## config.mk

```make
export PLATFORM = sky130hd
export DESIGN_NAME = indexed_array_store
export DESIGN_NICKNAME = d
export VERILOG_FILES = /design/src/rtl/indexed_array_pkg.sv /design/src/rtl/array_read_port.sv /design/src/rtl/indexed_array_store.sv
export SDC_FILE = /design/constraint.sdc
export NUM_CORES = 1
export LEC_CHECK = 0
export CAP_MARGIN = 20
export CORE_UTILIZATION = 53
export DETAILED_ROUTE_END_ITERATION = 10
export GPL_TIMING_DRIVEN = 0
export PLACE_DENSITY = 0.86
export SETUP_SLACK_MARGIN = 0.2
export SLEW_MARGIN = 10
export SYNTH_ARGS = -nofsm -noshare
export SYNTH_HDL_FRONTEND = slang
export SYNTH_HIERARCHICAL = 1
export SYNTH_SLANG_ARGS = --single-unit
```

## constraint.sdc

```tcl
create_clock -name clk -period 2.81 [get_ports clk]
set_clock_uncertainty 0.1 [all_clocks]
set_input_delay 0.562 -clock clk [delete_from_list [all_inputs] [get_ports clk]]
set_output_delay 0.562 -clock clk [all_outputs]
set_load 0.01 [all_outputs]
```

## src/rtl/indexed_array_pkg.sv

```systemverilog
// Option-word encoding shared by indexed_array_store and its read ports.
// Helpers work on a wide word; callers keep the tag bit and the low WIDTH payload bits.
package indexed_array_pkg;

    localparam logic TAG_SOME  = 1'b0;
    localparam logic TAG_NONE  = 1'b1;
    localparam int   MAX_WIDTH = 128;

    typedef logic [MAX_WIDTH-1:0] payload_max_t;
    typedef logic [MAX_WIDTH:0]   option_max_t;

    function automatic option_max_t opt_some(input payload_max_t payload);
        return {TAG_SOME, payload};
    endfunction

    function automatic option_max_t opt_none();
        return {TAG_NONE, payload_max_t'(0)};
    endfunction

endpackage

```

## src/rtl/array_read_port.sv

```systemverilog
// One read channel: range check, optional write-first bypass, registered Option output.
// Build macro: INDEXED_ARRAY_STORE_BYPASS_EN selects write-first forwarding.
module array_read_port
    import indexed_array_pkg::*;
#(
    parameter int WIDTH = 16,
    parameter int DEPTH = 3,
    parameter int IDX_W = 16
) (
    input  logic                   clk,
    input  logic                   rst,
    input  logic                   req,
    input  logic [IDX_W-1:0]       index,
    input  logic [DEPTH*WIDTH-1:0] entries,
    input  logic                   wr_commit,
    input  logic [IDX_W-1:0]       wr_index,
    input  logic [WIDTH-1:0]       wr_data,
    output logic                   valid,
    output logic [WIDTH:0]         result
);

    // One extra bit so DEPTH == 2**IDX_W still compares correctly.
    localparam logic [IDX_W:0] DEPTH_EXT = (IDX_W+1)'(DEPTH);

    logic              in_range;
    logic [WIDTH-1:0]  payload;
    option_max_t       next_word;
    logic              unused_hi;

    assign in_range = {1'b0, index} < DEPTH_EXT;

    // NOTE: every variable written here gets a default first, so no latch is inferred.
    always_comb begin
        payload = '0;
        for (int i = 0; i < DEPTH; i++) begin
            if (index == IDX_W'(i)) payload = entries[i*WIDTH +: WIDTH];
        end
`ifdef INDEXED_ARRAY_STORE_BYPASS_EN
        // wr_commit is only set for in-range writes, so nothing out of range is forwarded.
        if (wr_commit && (wr_index == index)) payload = wr_data;
`endif
    end

`ifndef INDEXED_ARRAY_STORE_BYPASS_EN
    logic unused_wr;
    assign unused_wr = ^{wr_commit, wr_index, wr_data};
`endif

    assign next_word = in_range ? opt_some(payload_max_t'(payload)) : opt_none();
    assign unused_hi = ^next_word[MAX_WIDTH-1:WIDTH];

    // NOTE: sequential state uses non-blocking assignments so all flops sample together.
    always_ff @(posedge clk or posedge rst) begin
        if (rst) begin
            valid  <= 1'b0;
            result <= {TAG_NONE, WIDTH'(0)};
        end else begin
            valid <= req;
            if (req) result <= {next_word[MAX_WIDTH], next_word[WIDTH-1:0]};
        end
    end

endmodule

```

## src/rtl/indexed_array_store.sv

```systemverilog
// Flop-based DEPTH x WIDTH table with one write port and NUM_RD Option-encoded read channels.
// Build macro: INDEXED_ARRAY_STORE_BYPASS_EN (write-first on same-index read/write).
module indexed_array_store
    import indexed_array_pkg::*;
#(
    parameter int WIDTH     = 16,
    parameter int DEPTH     = 3,
    parameter int IDX_W     = 16,
    parameter int NUM_RD    = 2,
    parameter int INIT_BASE = 11
) (
    input  logic                        clk,
    input  logic                        rst,
    input  logic                        wr_en,
    input  logic [IDX_W-1:0]            wr_index,
    input  logic [WIDTH-1:0]            wr_data,
    output logic                        wr_oob,
    input  logic [NUM_RD-1:0]           rd_req,
    input  logic [NUM_RD*IDX_W-1:0]     rd_index,
    output logic [NUM_RD-1:0]           rd_valid,
    output logic [NUM_RD*(WIDTH+1)-1:0] rd_result
);

    localparam logic [IDX_W:0] DEPTH_EXT = (IDX_W+1)'(DEPTH);

    logic [WIDTH-1:0]       mem [DEPTH];
    logic [DEPTH*WIDTH-1:0] entries;
    logic                   wr_in_range;
    logic                   wr_commit;

    assign wr_in_range = {1'b0, wr_index} < DEPTH_EXT;
    assign wr_commit   = wr_en && wr_in_range;

    // NOTE: the table is reset explicitly because its power-on content is part of the contract.
    always_ff @(posedge clk or posedge rst) begin
        if (rst) begin
            for (int i = 0; i < DEPTH; i++) mem[i] <= WIDTH'(INIT_BASE + i);
        end else if (wr_commit) begin
            for (int i = 0; i < DEPTH; i++) begin
                if (wr_index == IDX_W'(i)) mem[i] <= wr_data;
            end
        end
    end

    always_ff @(posedge clk or posedge rst) begin
        if (rst) wr_oob <= 1'b0;
        else     wr_oob <= wr_en && !wr_in_range;
    end

    for (genvar e = 0; e < DEPTH; e++) begin : g_flat
        assign entries[e*WIDTH +: WIDTH] = mem[e];
    end

    for (genvar k = 0; k < NUM_RD; k++) begin : g_rd
        array_read_port #(
            .WIDTH (WIDTH),
            .DEPTH (DEPTH),
            .IDX_W (IDX_W)
        ) u_port (
            .clk       (clk),
            .rst       (rst),
            .req       (rd_req[k]),
            .index     (rd_index[k*IDX_W +: IDX_W]),
            .entries   (entries),
            .wr_commit (wr_commit),
            .wr_index  (wr_index),
            .wr_data   (wr_data),
            .valid     (rd_valid[k]),
            .result    (rd_result[k*(WIDTH+1) +: WIDTH+1])
        );
    end

endmodule

```

==> results.md, run 1 <==
* Run status: completed
* Clock Pin Slew Worst Setup and Hold Paths at approximately 0.09 ns
* Peak supply drop at between 0.0003 and 0.0004 V
* Vias in the first global route at around 3500
* Post-layout nets at ~540
* Max-slew violations at 0
* Largest net degree at the start of global routing at 40
* Gr usage total at around 27%
* CTS Hold Buffers Added at 0
* Fraction of layout cells with a size suffix above 1 at around a fifth
* RSZ-0062 raised after global routing: false
* Worst-Margin Slew at a little over 0.7 ns
* Max cap viols at 0
* Clock sink total at 85
* Placed Area at ~5300 um^2
* Final period utilization at slightly above 80%
* DIE AREA at a little over 8000 um^2
* # resized after CTS at 0
* Post-Syn Area at just over 4000 um^2
* Routed vias/inst at 5.70
* Initial antenna violation count at 0
* FP Rows at 31
* P&R area growth vs syn at 34.6%
* CP endpoint kind: flip-flop
* Initial Utilization at ~56%
* Final TNS setup at 0 ns
* Clk Latency, worst-skew pair at approximately 0.36 ns
* First-pass GRT wire length at ~17000 um
* Post-CTS Setup Repair Bufs at 0
* Residual DRC at 0
* Antenna Violating Nets Remaining at 0
* Post-Syn Nets at between 400 and 500
* Max FO, Critical Path at 10
* CP Class: primary input to flip-flop
* Core area at about 7400 um^2
* Post-synthesis cell count at ~350
* Final cell utilization of the core at between 70% and 80%
* Rel. slew slack at between 50% and 60%
* Antenna diodes at 0
* Setup crit start kind: primary input
* Final setup margin at approximately 0.52 ns
* I/O pin count at about 110
* Multi-input logic area at between 1500 and 2000 um^2
* Final Hold Fails at 0
* Average size of a mapped cell at about 12 um^2
* IO Port Bufs at around 100
* Clock Tree Buf Depth at 2
* H-tree Lvls at 3
* Clk Tree Root Cell: clkbuf_8
* Setup violators final at 0
* Arr. time, crit path at 2.48 ns
* Synth Warn # at 6
* Max Freq at 437 MHz
* Hold WC Path Type: primary input to asynchronous set/reset pin
* CTS tree: built
* Avg WL per Cell at about 18 um
* WHS at between 0.4 and 0.5 ns
* Routed wire length at ~10000 um
* Die height at 90.1 um
* GRT Residual Overflow at 0
* Worst endpoint required time at about 3 ns
* Starting DRT DRC Count at 202
* GPL Wtd Cong at between 0.8 and 0.9
* CTS Buf Count at 9
* Die width at 90.1 um
* Total number of vias at roughly 3300
* P per Cell Area at 450 nW/um^2
* Fill cells at around 500
* Fin area at ~5500 um^2
* Final min period at ~2.3 ns
* Dpl ws at 0.173 ns
* Static leakage at between 2 and 2.5 nW
* R2R depth at 4
* Storage cell area at around 2100 um^2
* Post-DP HPWL at ~7700 um
* DR pass1 iterations at 5
[per-layer routing]
metal / wire [um] / part of all wire [%] / up-vias / GRT usage, %
li1: - / - / 1509 / -
met1: 4400 / 43 / 1589 / 35.5
met4: 195 / 1.9 / 0 / 10.9
met2: 4940 / 49 / 146 / 43.8
met3: 583 / 5.8 / 16 / 4.65
met5: 0 / 0 / - / 0
[path summary, 6_finish.rpt]
path / from / end / slack, ns
worst max register to register: entries[3]$_DFFE_PP1P_ / g_rd[0].u_port/result[3]$_DFFE_PP0P_ / 1.59
worst min register to register: g_rd[0].u_port/result[16]$_DFFE_PP1P_ / g_rd[0].u_port/result[16]$_DFFE_PP1P_ / 0.43
max in group asynchronous: rst / g_rd[0].u_port/valid$_DFF_PP0_ / 1.61
worst min-delay path: rst / entries[13]$_DFFE_PP0P_ / 0.42
worst max-delay path: rd_index[3] / g_rd[0].u_port/result[14]$_DFFE_PP0P_ / 0.52
min in group clk: g_rd[0].u_port/result[16]$_DFFE_PP1P_ / g_rd[0].u_port/result[16]$_DFFE_PP1P_ / 0.43
[area by class of cell]
| type | count | area share, % |
|---|---|---|
| clock buffer | 9 | 2.24 |
| multi-input combinational | 209 | 29.7 |
| timing repair buffer | 104 | 19.0 |
| sequential | 85 | 38.7 |
| clock inverter | 7 | 2.24 |
| inverter | 35 | 2.38 |
| tap | 99 | 2.24 |
| buffer | 24 | 3.53 |
[layout by cell type (no fill, tap or decap), drive strengths merged]
| cell type | count |
|---|---|
| nor3 | 2 |
| o21a | 2 |
| bufinv | 3 |
| or4 | 2 |
| o21ai | 32 |
| dfstp | 10 |
| o22ai | 32 |
| a211o | 2 |
| mux2 | 48 |
| nand2 | 3 |
| and4 | 1 |
| clkinvlp | 1 |
| clkinv | 3 |
| or3 | 2 |
| nor4 | 7 |
| buf | 15 |
| clkdlybuf4s50 | 103 |
| inv | 35 |
| clkbuf | 19 |
| nor4b | 2 |
| nand3 | 1 |
| a21boi | 1 |
| nand4b | 2 |
| nor2 | 36 |
| o2bb2ai | 32 |
| dfrtp | 75 |
| nand4 | 2 |
[per-stage QoR]
stage          power [mW]  std cells
2_1_floorplan        1.33        353
3_3_place_gp         1.46        555
3_5_place_dp         1.47        556
4_1_cts              2.50        572
5_1_grt              2.58        572
6_report             2.49        572
[power breakdown]
part	switching (mW)	internal, mW	total (mW)
clock network	0.447	0.594	1.04
logic	0.103	0.117	0.220
registers	0.000741	1.23	1.23
[critical path: stages]
cell and delay, ns:
clkdlybuf4s50_1 0.48, nor4b_2 0.68, buf_4 0.31, o2bb2ai_1 0.13, o21ai_0 0.15, o22ai_1 0.15
[state kept, by name, summed over array words and instances (netlist names)]
register,flops
entries,48
g_rd.u_port/result,34
g_rd.u_port/valid,2
wr_oob,1
Note: power is estimated with default switching activity, not from simulation.
==> run 2, diff against run 1 <==
CORE_UTILIZATION = 44   (was 53)
PLACE_DENSITY = 0.76   (was 0.86)
clock period = 1.8 ns   (was 2.81 ns; I/O delays follow)
==> run 2 against run 1 <==
  * Final cell count grew 6.1%
  * Clock power grew 19%
  * Die area grew 20%
  * Non-clock buffer count grew 26
  * Register-to-register slack lost 1.0 ns
  * Cell area grew 9.8%
  * Largest cell class unchanged
==> results.md, run 2 (synthesis gave the netlist of run 1 again) <==
* Arr. time, crit path at 1.73 ns (-0.75 ns)
* Post-DP HPWL at 7660 um (-0.71%)
* Routed vias/inst at 5.62 (-1.3%)
* Final min period at roughly 1.6 ns
* RSZ-0062 raised after global routing: true
* Dpl ws at -0.581 ns (-0.754 ns)
* Clock power share at 35.1% (-6.8 points)
* Fill cells at 641 (+29%)
* Hold WC Path Type: primary input to flip-flop
* CTS Buf Count at 9 (unchanged)
* FP Rows at 34 (+9.7%)
* Max reg flops at 48 (unchanged)
* Die height at 98.6 um (+9.5%)
* CP Class: primary input to flip-flop
* Sw Ratio at 24.1% (+2.0 points)
* I/O pin count at 106 (unchanged)
* DIE AREA at 9730 um^2 (+20%)
* Max cap viols at 0 (unchanged)
* GPL Wtd Cong at 0.813 (-2.3%)
* IO Port Bufs at 103 (unchanged)
* Antenna Violating Nets Remaining at 0 (unchanged)
* CTS tree: built
* Max-slew violations at 0 (unchanged)
* Worst Hold Path Cells at 1
* R2R depth at 4 (unchanged)
* Sequential power share at 54.3% (+5.0 points)
* First-pass GRT wire length at 17300 um (+2.2%)
* Total power at 3.52 mW (+42%)
* Rel. slew slack at 49.7% (-2.4 points)
* Clk Tree Root Cell: clkbuf_8
* Clock Tree Buf Depth at 2 (unchanged)
* Most frequent cells in the layout: dfrtp_1 (75), dlygate4sd2_1 (48), nor2_1 (35)
* Die width at 98.6 um (+9.5%)
* Final setup margin at 0.204 ns (-0.316 ns)
* Run status: completed
* Clock Pin Slew Worst Setup and Hold Paths at 0.08 ns (about the same)
* Net switching power figure at 0.851 mW (+54%)
* GRT Residual Overflow at 0 (unchanged)
* Initial Utilization at 46.2% (-9.5 points)
* Post-layout nets at 563 (+4.8%)
* Max Freq at 627 MHz
* Antenna diodes at 0 (unchanged)
* Worst endpoint required time at 1.94 ns (-1.06 ns)
* Setup crit start kind: primary input
* H-tree Lvls at 3 (unchanged)
* Static leakage at 2.89 nW (+22%)
* P&R area growth vs syn at 47.8%
* CTS Hold Buffers Added at 0 (unchanged)
* Worst-Margin Slew at 0.755 ns (+0.0385 ns)
* P per Cell Area at 580 nW/um^2 (+29%)
* Core area at 8890 um^2 (+21%)
* Total number of vias at 3413 (+4.7%)
* P_int at 2.67 mW (+38%)
* Largest net degree at the start of global routing at 50 (+25%)
* Max FO, Critical Path at 5 (-5)
* Commonest non-fill, non-tap cell in the layout: dfrtp_1
* Residual DRC at 0 (unchanged)
* DR pass1 iterations at 5 (unchanged)
* Final period utilization at 88.7%
* Routed wire length at 11200 um (+11%)
* Setup violators final at 0 (unchanged)
* Vias in the first global route at 3310 (-4.6%)
* Combinational Power Share at 10.6% (+1.8 points)
* Starting DRT DRC Count at 287 (+42%)
* CP endpoint kind: flip-flop
* Clock sink total at 85 (unchanged)
* Final Hold Fails at 0 (unchanged)
* Fraction of layout cells with a size suffix above 1 at 37.1% (+17 points)
* Avg WL per Cell at 18.5 um (+4.7%)
* Initial antenna violation count at 0 (unchanged)
* Peak supply drop at 0.000286 V (-6.8%)
* Clk Latency, worst-skew pair at 0.35 ns (about the same)
* Gr usage total at 23.1% (-3.7 points)
==> run 2: cell types whose count changed in the layout (fill, tap and decap cells not counted), moves of 6 or more <==
cell             change
clkdlybuf4s50_1     -80
dlygate4sd2_1       +48
o22ai_1             -25
o22ai_2             +23
buf_4               +19
o21ai_0             -13
dlymetal6s2s_1      +11
o21ai_1             +11
o2bb2ai_1            -7
clkdlybuf4s15_1      +6
nor4_1               -6
nor4_2               +6
o2bb2ai_2            +6
==> run 2: what timing repair did <==
action                                  4_1_cts  5_1_grt
resized for setup                           157       56
cloned                                        4        0
pin swaps                                    29       16
endpoints found under the setup margin      119       78
setup buffers                                 9       13
==> run 2: worst paths after layout <==
kind / from / to / slack, ns
max: wr_en / entries[24]$_DFFE_PP0P_ / 0.20
max reg2reg: entries[0]$_DFFE_PP1P_ / g_rd[0].u_port/result[0]$_DFFE_PP0P_ / 0.56
min in group asynchronous: rst / entries[16]$_DFFE_PP0P_ / 0.27
min: rd_req[0] / g_rd[0].u_port/valid$_DFF_PP0_ / 0.1
max in group asynchronous: rst / g_rd[1].u_port/result[15]$_DFFE_PP0P_ / 0.68
min reg2reg: g_rd[0].u_port/result[1]$_DFFE_PP0P_ / g_rd[0].u_port/result[1]$_DFFE_PP0P_ / 0.43
==> run 2: worst max-delay path, stage by stage <==
cell and delay, ns:
clkdlybuf4s50_1 0.64, nand4b_4 0.21, clkbuf_16 0.22, mux2_4 0.30
==> run 2: power by group through the flow <==
stage	combinational, mW	sequential [mW]	clock (mW)
3_5_place_dp	0.340	1.95	0
4_1_cts	0.339	1.91	1.26
3_3_place_gp	0.329	1.95	0
2_1_floorplan	0.125	1.95	0
6_report	0.375	1.91	1.24
5_1_grt	0.404	1.91	1.34
==> run 2: layer usage <==
layer  GRT usage (%)  part of all wire (%)
met1            31.2                    44
met2            38.6                    50
met3            3.05                   5.0
met4            7.58                   1.7
met5               0                     0
==> run 2: layout make-up <==
class	count	area, um^2	share of cell area, %
Timing Repair Buffer	130	1260	20.8
Buffer	24	267	4.39
Clock inverter	5	35.0	0.577
Inverter	35	135	2.23
Multi-Input combinational cell	209	1950	32.1
Tap cell	108	135	2.23
Sequential cell	85	2140	35.2
Clock buffer	11	151	2.49
==> run 2: through the flow <==
step / cells / TNS [ns] / hold WS (ns) / utilization, % / cell area [um^2]
3_3_place_gp: 564 / -33.65 / 0.411 / 59.7 / 5300
3_5_place_dp: 564 / -36.31 / 0.419 / 59.7 / 5300
5_1_grt: 607 / 0 / 0.0947 / 68.3 / 6070
6_report: 607 / 0 / 0.0986 / 68.3 / 6070
4_1_cts: 593 / 0 / 0.369 / 65.0 / 5780
2_1_floorplan: 353 / 0 / 0.198 / - / 4140
==> run 3, diff against run 2 <==
ABC_AREA = 0   (was default)
==> results of run 3 <==
No change in the layout: final DEF, timing and power equal those of run 2.
